<file path="config.mk">
export PLATFORM = sky130hd
export DESIGN_NAME = spi_master
export DESIGN_NICKNAME = d
export VERILOG_FILES = /design/src/rtl/spi_pkg.sv /design/src/rtl/spi_clkgen.sv /design/src/rtl/spi_master.sv
export SDC_FILE = /design/constraint.sdc
export NUM_CORES = 1
export LEC_CHECK = 0
export CAP_MARGIN = 20
export CORE_MARGIN = 3
export CORE_UTILIZATION = 40
export DETAILED_ROUTE_END_ITERATION = 8
export PLACE_DENSITY_LB_ADDON = 0.25
export SYNTH_ARGS = -nofsm -noshare
export SYNTH_HDL_FRONTEND = slang
export SYNTH_SLANG_ARGS = --single-unit
</file>
<file path="constraint.sdc">
create_clock -name clk -period 2.3 [get_ports clk]
set_clock_uncertainty 0.05 [all_clocks]
set_input_delay 0.46 -clock clk [delete_from_list [all_inputs] [get_ports clk]]
set_output_delay 0.46 -clock clk [all_outputs]
set_load 0.02 [all_outputs]
</file>
<file path="src/rtl/spi_pkg.sv">
// Shared definitions for the SPI master: controller states, default buffer
// address width and the SPI mode the shifter implements.
package spi_pkg;

  localparam int BUF_AW_DEF = 9;

  // {CPOL, CPHA}; mode 0 idles SCK low and samples on the rising edge.
  localparam logic [1:0] SPI_MODE = 2'd0;

  typedef enum logic [1:0] {
    ST_IDLE,
    ST_FETCH,
    ST_SHIFT,
    ST_STORE
  } state_t;

endpackage

</file>
<file path="src/rtl/spi_clkgen.sv">
// SCK half-period divider: while enabled, toggles SCK every i_div+1 cycles
// and flags the rising/falling edge one cycle ahead of the SCK register.
module spi_clkgen
  import spi_pkg::*;
(
  input  logic       clk,
  input  logic       nReset,
  input  logic       i_en,
  input  logic [7:0] i_div,
  output logic       o_rise,
  output logic       o_fall,
  output logic       o_sck
);

  logic [7:0] r_cnt;
  logic       r_phase;
  logic       w_tick;

  assign w_tick = i_en && (r_cnt == i_div);

  // NOTE: sequential state uses non-blocking assignments so every register
  // samples pre-edge values, independent of statement order.
  always_ff @(posedge clk or negedge nReset) begin
    if (!nReset) begin
      r_cnt   <= '0;
      r_phase <= 1'b0;
    end else if (!i_en) begin
      r_cnt   <= '0;
      r_phase <= 1'b0;
    end else if (w_tick) begin
      r_cnt   <= '0;
      r_phase <= ~r_phase;
    end else begin
      r_cnt <= r_cnt + 8'd1;
    end
  end

  assign o_rise = w_tick & ~r_phase;
  assign o_fall = w_tick & r_phase;
  assign o_sck  = r_phase ^ SPI_MODE[1];

endmodule

</file>
<file path="src/rtl/spi_master.sv">
// Buffer-driven SPI master: reads each TX byte from the shared buffer, shifts
// it out full duplex on the selected device and writes the RX byte in place.
module spi_master
  import spi_pkg::*;
#(
  parameter int BUF_AW = BUF_AW_DEF
) (
  input  logic              clk,
  input  logic              nReset,
  input  logic              Start,
  input  logic [BUF_AW-1:0] Len,
  input  logic [7:0]        Div,
  input  logic              Dev,
  input  logic              CsAssert,
  output logic              Busy,
  output logic [BUF_AW-1:0] BufAddr,
  input  logic [7:0]        BufRdData,
  output logic [7:0]        BufWrData,
  output logic              BufWe,
  output logic              SPI_Cs,
  output logic              SPI_Clk,
  output logic              SPI_Do,
  input  logic              SPI_Di,
  output logic              TF_Cs,
  output logic              TF_Clk,
  output logic              TF_Do,
  input  logic              TF_Di
);

  state_t            r_state;
  state_t            w_next;
  logic [BUF_AW-1:0] r_addr;
  logic [BUF_AW-1:0] r_len;
  logic [7:0]        r_div;
  logic              r_dev;
  logic [7:0]        r_tx;
  logic [7:0]        r_rx;
  logic [2:0]        r_bit;
  logic              r_fetch_wait;

  logic w_shifting;
  logic w_rise;
  logic w_fall;
  logic w_sck;
  logic w_mosi;
  logic w_miso;

  assign w_shifting = (r_state == ST_SHIFT);

  spi_clkgen u_clkgen (
    .clk    (clk),
    .nReset (nReset),
    .i_en   (w_shifting),
    .i_div  (r_div),
    .o_rise (w_rise),
    .o_fall (w_fall),
    .o_sck  (w_sck)
  );

  always_ff @(posedge clk or negedge nReset) begin
    if (!nReset) r_state <= ST_IDLE;
    else         r_state <= w_next;
  end

  // NOTE: every output of this block gets a default first, so no path through
  // the case statement can leave a signal unassigned and infer a latch.
  always_comb begin
    w_next = r_state;
    Busy   = (r_state != ST_IDLE);
    BufWe  = 1'b0;
    case (r_state)
      ST_IDLE:  if (Start) w_next = ST_FETCH;
      ST_FETCH: if (r_fetch_wait) w_next = ST_SHIFT;
      ST_SHIFT: if (w_fall && (r_bit == 3'd7)) w_next = ST_STORE;
      ST_STORE: begin
        BufWe  = 1'b1;
        w_next = (r_addr == r_len) ? ST_IDLE : ST_FETCH;
      end
      default:  w_next = ST_IDLE;
    endcase
  end

  // The first FETCH cycle presents the address; BufRdData is valid in the second.
  always_ff @(posedge clk or negedge nReset) begin
    if (!nReset) begin
      r_addr       <= '0;
      r_len        <= '0;
      r_div        <= '0;
      r_dev        <= 1'b0;
      r_tx         <= '0;
      r_rx         <= '0;
      r_bit        <= '0;
      r_fetch_wait <= 1'b0;
    end else begin
      case (r_state)
        ST_IDLE: begin
          if (Start) begin
            r_addr       <= '0;
            r_len        <= Len;
            r_div        <= Div;
            r_dev        <= Dev;
            r_fetch_wait <= 1'b0;
          end
        end
        ST_FETCH: begin
          r_fetch_wait <= 1'b1;
          if (r_fetch_wait) begin
            r_tx         <= BufRdData;
            r_bit        <= '0;
            r_fetch_wait <= 1'b0;
          end
        end
        ST_SHIFT: begin
          if (w_rise) r_rx <= {r_rx[6:0], w_miso};
          if (w_fall) begin
            r_tx  <= {r_tx[6:0], 1'b0};
            r_bit <= r_bit + 3'd1;
          end
        end
        ST_STORE: begin
          if (r_addr != r_len) r_addr <= r_addr + BUF_AW'(1);
          r_fetch_wait <= 1'b0;
        end
        default: ;
      endcase
    end
  end

  assign BufAddr   = r_addr;
  assign BufWrData = r_rx;

  assign w_mosi = w_shifting & r_tx[7];
  assign w_miso = r_dev ? TF_Di : SPI_Di;

  // Chip selects follow CsAssert combinationally; reset forces both inactive.
  assign SPI_Cs  = ~(nReset & CsAssert & ~r_dev);
  assign SPI_Clk = ~r_dev & w_sck;
  assign SPI_Do  = ~r_dev & w_mosi;
  assign TF_Cs   = ~(nReset & CsAssert & r_dev);
  assign TF_Clk  = r_dev & w_sck;
  assign TF_Do   = r_dev & w_mosi;

endmodule
</file>
Word level (Yosys, flattened, before mapping)
Index checks and enable logic that the tools add are counted.

Logic and storage cells: 77. Bits in registers: 58.

Equality and inequality tests: 13. Mux-type cells: 23. Reductions and logical operators: 13. Bitwise gates (word level): 14. Add/subtract/negate cells: 3.

Operators by type and width (number): 8-bit 2-to-1 mux (4); 9-bit 2-to-1 mux (2); 9-bit case mux with 2 select lines (1); 8-bit case mux with 2 select lines (1); 2-bit inequality test (second input constant) (6); 1-bit bitwise AND (10); 9-bit by 1-bit adder with 9-bit output (second input constant) (1); 9-bit equality test (1); 9-bit inequality test (1); 3-bit AND reduction (3); 8-bit by 1-bit adder with 8-bit output (second input constant) (1); 8-bit equality test (1); 2-bit case mux with 4 select lines (1); 1-bit 2-to-1 mux (7); 2-bit 2-to-1 mux (3); 3-bit 2-to-1 mux (2); 3-bit case mux with 2 select lines (1); 2-bit AND reduction (3); 2-bit nonzero test (3); 2-bit equality test (second input constant) (2); 1-bit NOT (4); 3-bit by 1-bit adder with 3-bit output (second input constant) (1); 3-bit equality test (second input constant) (1); 1-bit case mux with 3 select lines (1); 4 further kinds (5).

Logic depth before layout (Yosys ltp)
Word-level depth: 6. Gate-level depth with buffers: 7. Depth with buffers taken out: 7.

Hierarchy
Synthesis repeated with hierarchy kept, for this count alone.

Cell total of the unflattened synthesis: 269. Area total of the unflattened synthesis: 2940.3 µm².

Modules (own cells, without submodules): spi_master (cells each 220, sequential area each 1226.2 µm², area an instance 2447.3 µm², instances 1); spi_clkgen (cells each 49, sequential area each 225.2 µm², area an instance 493.0 µm², instances 1).

Worst setup path before layout
Ideal clock, no wire load.

Kind: register to output. From: reg r_state[0]. To: out SPI_Do. Arrival: 1648 ps. Data required time: 1790 ps. Setup slack: 142 ps. Cell stages (with the launch flop): 7. Cells stage by stage: dfrtp_1 -> inv_1 -> ha_1 -> clkbuf_1 -> clkbuf_1 -> nand2_1 -> nor2_1.

Word-level cells in the longest chain between the ends: 3.

Ends and longest elaborated chain: start, declared (RTL line spi_master.sv:30) `state_t r_state;`; start signal, assigned (RTL line spi_master.sv:62) `else r_state <= w_next;`; 2-bit equality test (RTL line spi_master.sv:48) `assign w_shifting = (r_state == ST_SHIFT);`; 1-bit bitwise AND (RTL line spi_master.sv:132) `assign w_mosi = w_shifting & r_tx[7];`; 1-bit bitwise AND (RTL line spi_master.sv:138) `assign SPI_Do = ~r_dev & w_mosi;`; end, declared (RTL line spi_master.sv:22) `output logic SPI_Do,`.

No other way between the ends.

Worst setup path in the final report
From: reg u_clkgen.r_phase (netlist: u_clkgen.o_sck). To: out SPI_Clk.

Word-level cells in the longest chain between the ends: 1.

Ends and longest elaborated chain: start, declared (RTL line spi_clkgen.sv:16) `logic r_phase;`; start signal, assigned (RTL line spi_clkgen.sv:32) `r_phase <= ~r_phase;`; 1-bit bitwise AND (RTL line spi_master.sv:137) `assign SPI_Clk = ~r_dev & w_sck;`; end, declared (RTL line spi_master.sv:21) `output logic SPI_Clk,`.

No other way between the ends.

==> qor.txt <==
Status - finished clean
Post-detailed-placement half-perimeter wirelength - 5130 um
Nets@finish - 405
Fin crit share - 96.5%
Total number of vias - 2535
PortBufs - 56
Clock share of power - 41.6%
Root Driver - clkbuf_8
Clock Sinks - 58
Placed inst area - 0.00394 mm2
Dominant synthesized flop cell - dfrtp_1
Setup-failing EPs final - 0
Routed len/inst - 15.5 um
DRT Pass-1 Iters - 4
Num rows - 32
Hold_buf cts - 0
Ys async rst share - 100%
Area of the mapped netlist - 0.00320 mm2
Pwr Total - 1.96 mW
Critical Path Stages - 2
Crit path buf inv count - 1
Hold WC Path Type - input port to async pin
Num CTS Buffers - 9
Place WS - 128 ps
GRT Overall Usage - 17.1%
Die Ht - 95.5 um
P_sw - 0.450 mW
Post-layout minimum cycle time - 2220 ps
Design area - 0.00412 mm2
WL final - 7290 um
Remaining DRCs - 0
EDFF count, synth - 0
DR iter-0 viols - 78
Post-CTS setup repair buffer count - 0
Register area share after synthesis - 45.3%
Setup TNS - 0 ps
Final hold vios - 0
Largest net degree at the start of global routing - 59
Commonest cells in the netlist - 58 x dfrtp_1, 29 x nor2_1, 23 x xor2_1
Width of the die - 95.5 um
RSZ-0062 raised after global routing - false
Synthesized Nets - 336
Internal - 1.51 mW
Detail Route Antenna Nets - 0
Max Clock Freq - 451 MHz
Total I/O pin count - 57
Area fraction of the dominant cell type after synthesis - 45.3%
Final Worst Setup Slack - 80.9 ps
Netlist cell types - 47
Synth top area cells - dfrtp_1 45%, xor2_1 6.3%, mux2_1 4.9%, mux2_2 4.6%, mux2_4 4.2%
Core Box Area - 0.00777 mm2
Post-Syn Instances - 295
Total die area - 0.00912 mm2
IR drop worst, VDD - 217 uV
Leakage power - 1.98 nW
Global-route wire length before repair - 12000 um
FILL cells - 729
WP data required - 1790 ps
PwrDens - 477 mW/mm2
Post-synth top area cell - dfrtp_1
H-tree depth - 3
Antenna violations before repair - 0
Critical path's slowest cell - clkdlybuf4s50_1
Initial core utilization - 41.3%
Setup Crit Path Kind - register to output port
Highest net fanout along the worst path - 9
Comb power frac - 5.8%
Worst path max stage delay - 610 ps
Register bit total from synthesis - 58
Top delay family on crit path - buffers and inverters
Synth Area per Inst - 10.9 um2
Grt total ovfl - 0
CP Capture Type - output port
Warnings from Yosys - 0
Reg clk slew, reported paths - 70 ps
Latest clock arrival within the worst-skew pair - 340 ps
Post-synthesis to final-layout area growth - 28.5%
Final slew viol count - 0
Sequential Power Share - 52.6%
Final Wtd Congestion - 0.841
# diodes - 0
Vias in the first global route - 2523
Layout cells sized above 1 - 15.7%
Buffer depth of the longest clock path - 2
Max-slew headroom - 50.1%
Vias/cell - 5.38
Slew @ Worst Pin - 749 ps
Area of the multi-input gates - 0.00167 mm2
R2R cell count - 6
Max Cap Viol - 0
Count leader, synth - dfrtp_1
CP Launch Type - register
TritonCTS clock tree - yes
CP arrival - 1710 ps
CP Cell Sequence - nor2b_1, clkdlybuf4s50_1
Sw frac - 22.9%
FF+latch area - 0.00145 mm2
metrics by stage:
step / utilization [%] / hold WS, ps / std cells
6_report: 53.0 / 286 / 471
5_1_grt: 53.0 / 366 / 471
3_3_place_gp: 50.8 / 447 / 455
4_1_cts: 52.9 / 320 / 471
3_5_place_dp: 50.8 / 451 / 455
2_1_floorplan: - / 114 / 295
registers in the layout (all words and copies together), names as in the netlist:
| name | count |
|---|---|
| BufAddr | 9 |
| BufWrData | 8 |
| r_bit | 3 |
| r_dev | 1 |
| r_div | 8 |
| r_fetch_wait | 1 |
| r_len | 9 |
| r_state | 2 |
| r_tx | 8 |
| u_clkgen.o_sck | 1 |
| u_clkgen.r_cnt | 8 |
layer usage:
metal	global-route usage, %	part of all wire (%)	vias up
li1	-	-	1213
met1	23.7	47	1244
met2	25.4	45	64
met3	4.50	4.9	14
met4	6.99	2.9	0
met5	0	0	-
worst register-to-register path, stage by stage, from the launching register on:
cell and delay (ps):
dfrtp_1 400, xor2_1 190, nor4_4 350, and4_1 300, buf_12 150, mux2_1 330
o221a_2 240
cells by family (layout without fill, tap and decap cells):
logic type	after synthesis	count (layout)	synth area share, %
adders and majority gates	9	9	3.51
AOI/OAI and AO/OA	54	54	11.9
xor gates and xnor gates	24	24	6.56
and+or+nand+nor	92	92	15.5
DFF	58	58	45.3
buffers and inverters	20	94	2.85
muxes	38	38	14.3
what timing repair did:
item,CTS,global route
endpoints found under the setup margin,2,4
resized for setup,2,2
endpoints found under the hold margin,0,0
layout by cell type, fill, tap and decap left out, drive strengths merged, types with 3 or more instances in the layout:
cell	n
a21oi	13
nor2	29
nor4	3
inv	8
nor3	3
clkbuf	13
nand4	3
o32a	6
nand3	13
and3	6
clkinv	3
o221a	7
nand3b	3
or3	5
xor2	23
ha	9
dfrtp	58
clkdlybuf4s50	52
and4	4
buf	15
nor2b	5
mux2	36
nand2	14
o21ai	14
cell type report:
| cell class | instances | area share [%] |
|---|---|---|
| well taps | 102 | 3.10 |
| repair buffers | 70 | 16.4 |
| multi-input cells | 217 | 40.6 |
| clock buffers | 13 | 3.62 |
| flip-flops and latches | 58 | 35.3 |
| clock inverters | 3 | 0.365 |
| inverters | 8 | 0.729 |
power groups by stage:
stage / Combinational (mW) / Clock [mW] / Sequential [mW]
floorplan: 0.0133 / 0 / 1.06
global placement: 0.116 / 0 / 1.05
detailed placement: 0.116 / 0 / 1.05
CTS: 0.116 / 0.837 / 1.03
global route: 0.123 / 0.881 / 1.03
finish: 0.114 / 0.816 / 1.03
worst paths after layout:
check	slack (ps)	end	startpoint
max reg2reg	170	r_tx[4]$_DFFE_PN0P_	u_clkgen.r_cnt[6]$_DFF_PN0_
min in group clk	460	r_len[0]$_DFFE_PN0P_	r_len[0]$_DFFE_PN0P_
max	80	SPI_Clk	u_clkgen.o_sck$_DFFE_PN0P_
max in group asynchronous	1400	r_tx[5]$_DFFE_PN0P_	nReset
min reg2reg	460	r_len[0]$_DFFE_PN0P_	r_len[0]$_DFFE_PN0P_
min	290	r_len[0]$_DFFE_PN0P_	nReset
(Power assumes the default switching activity.)
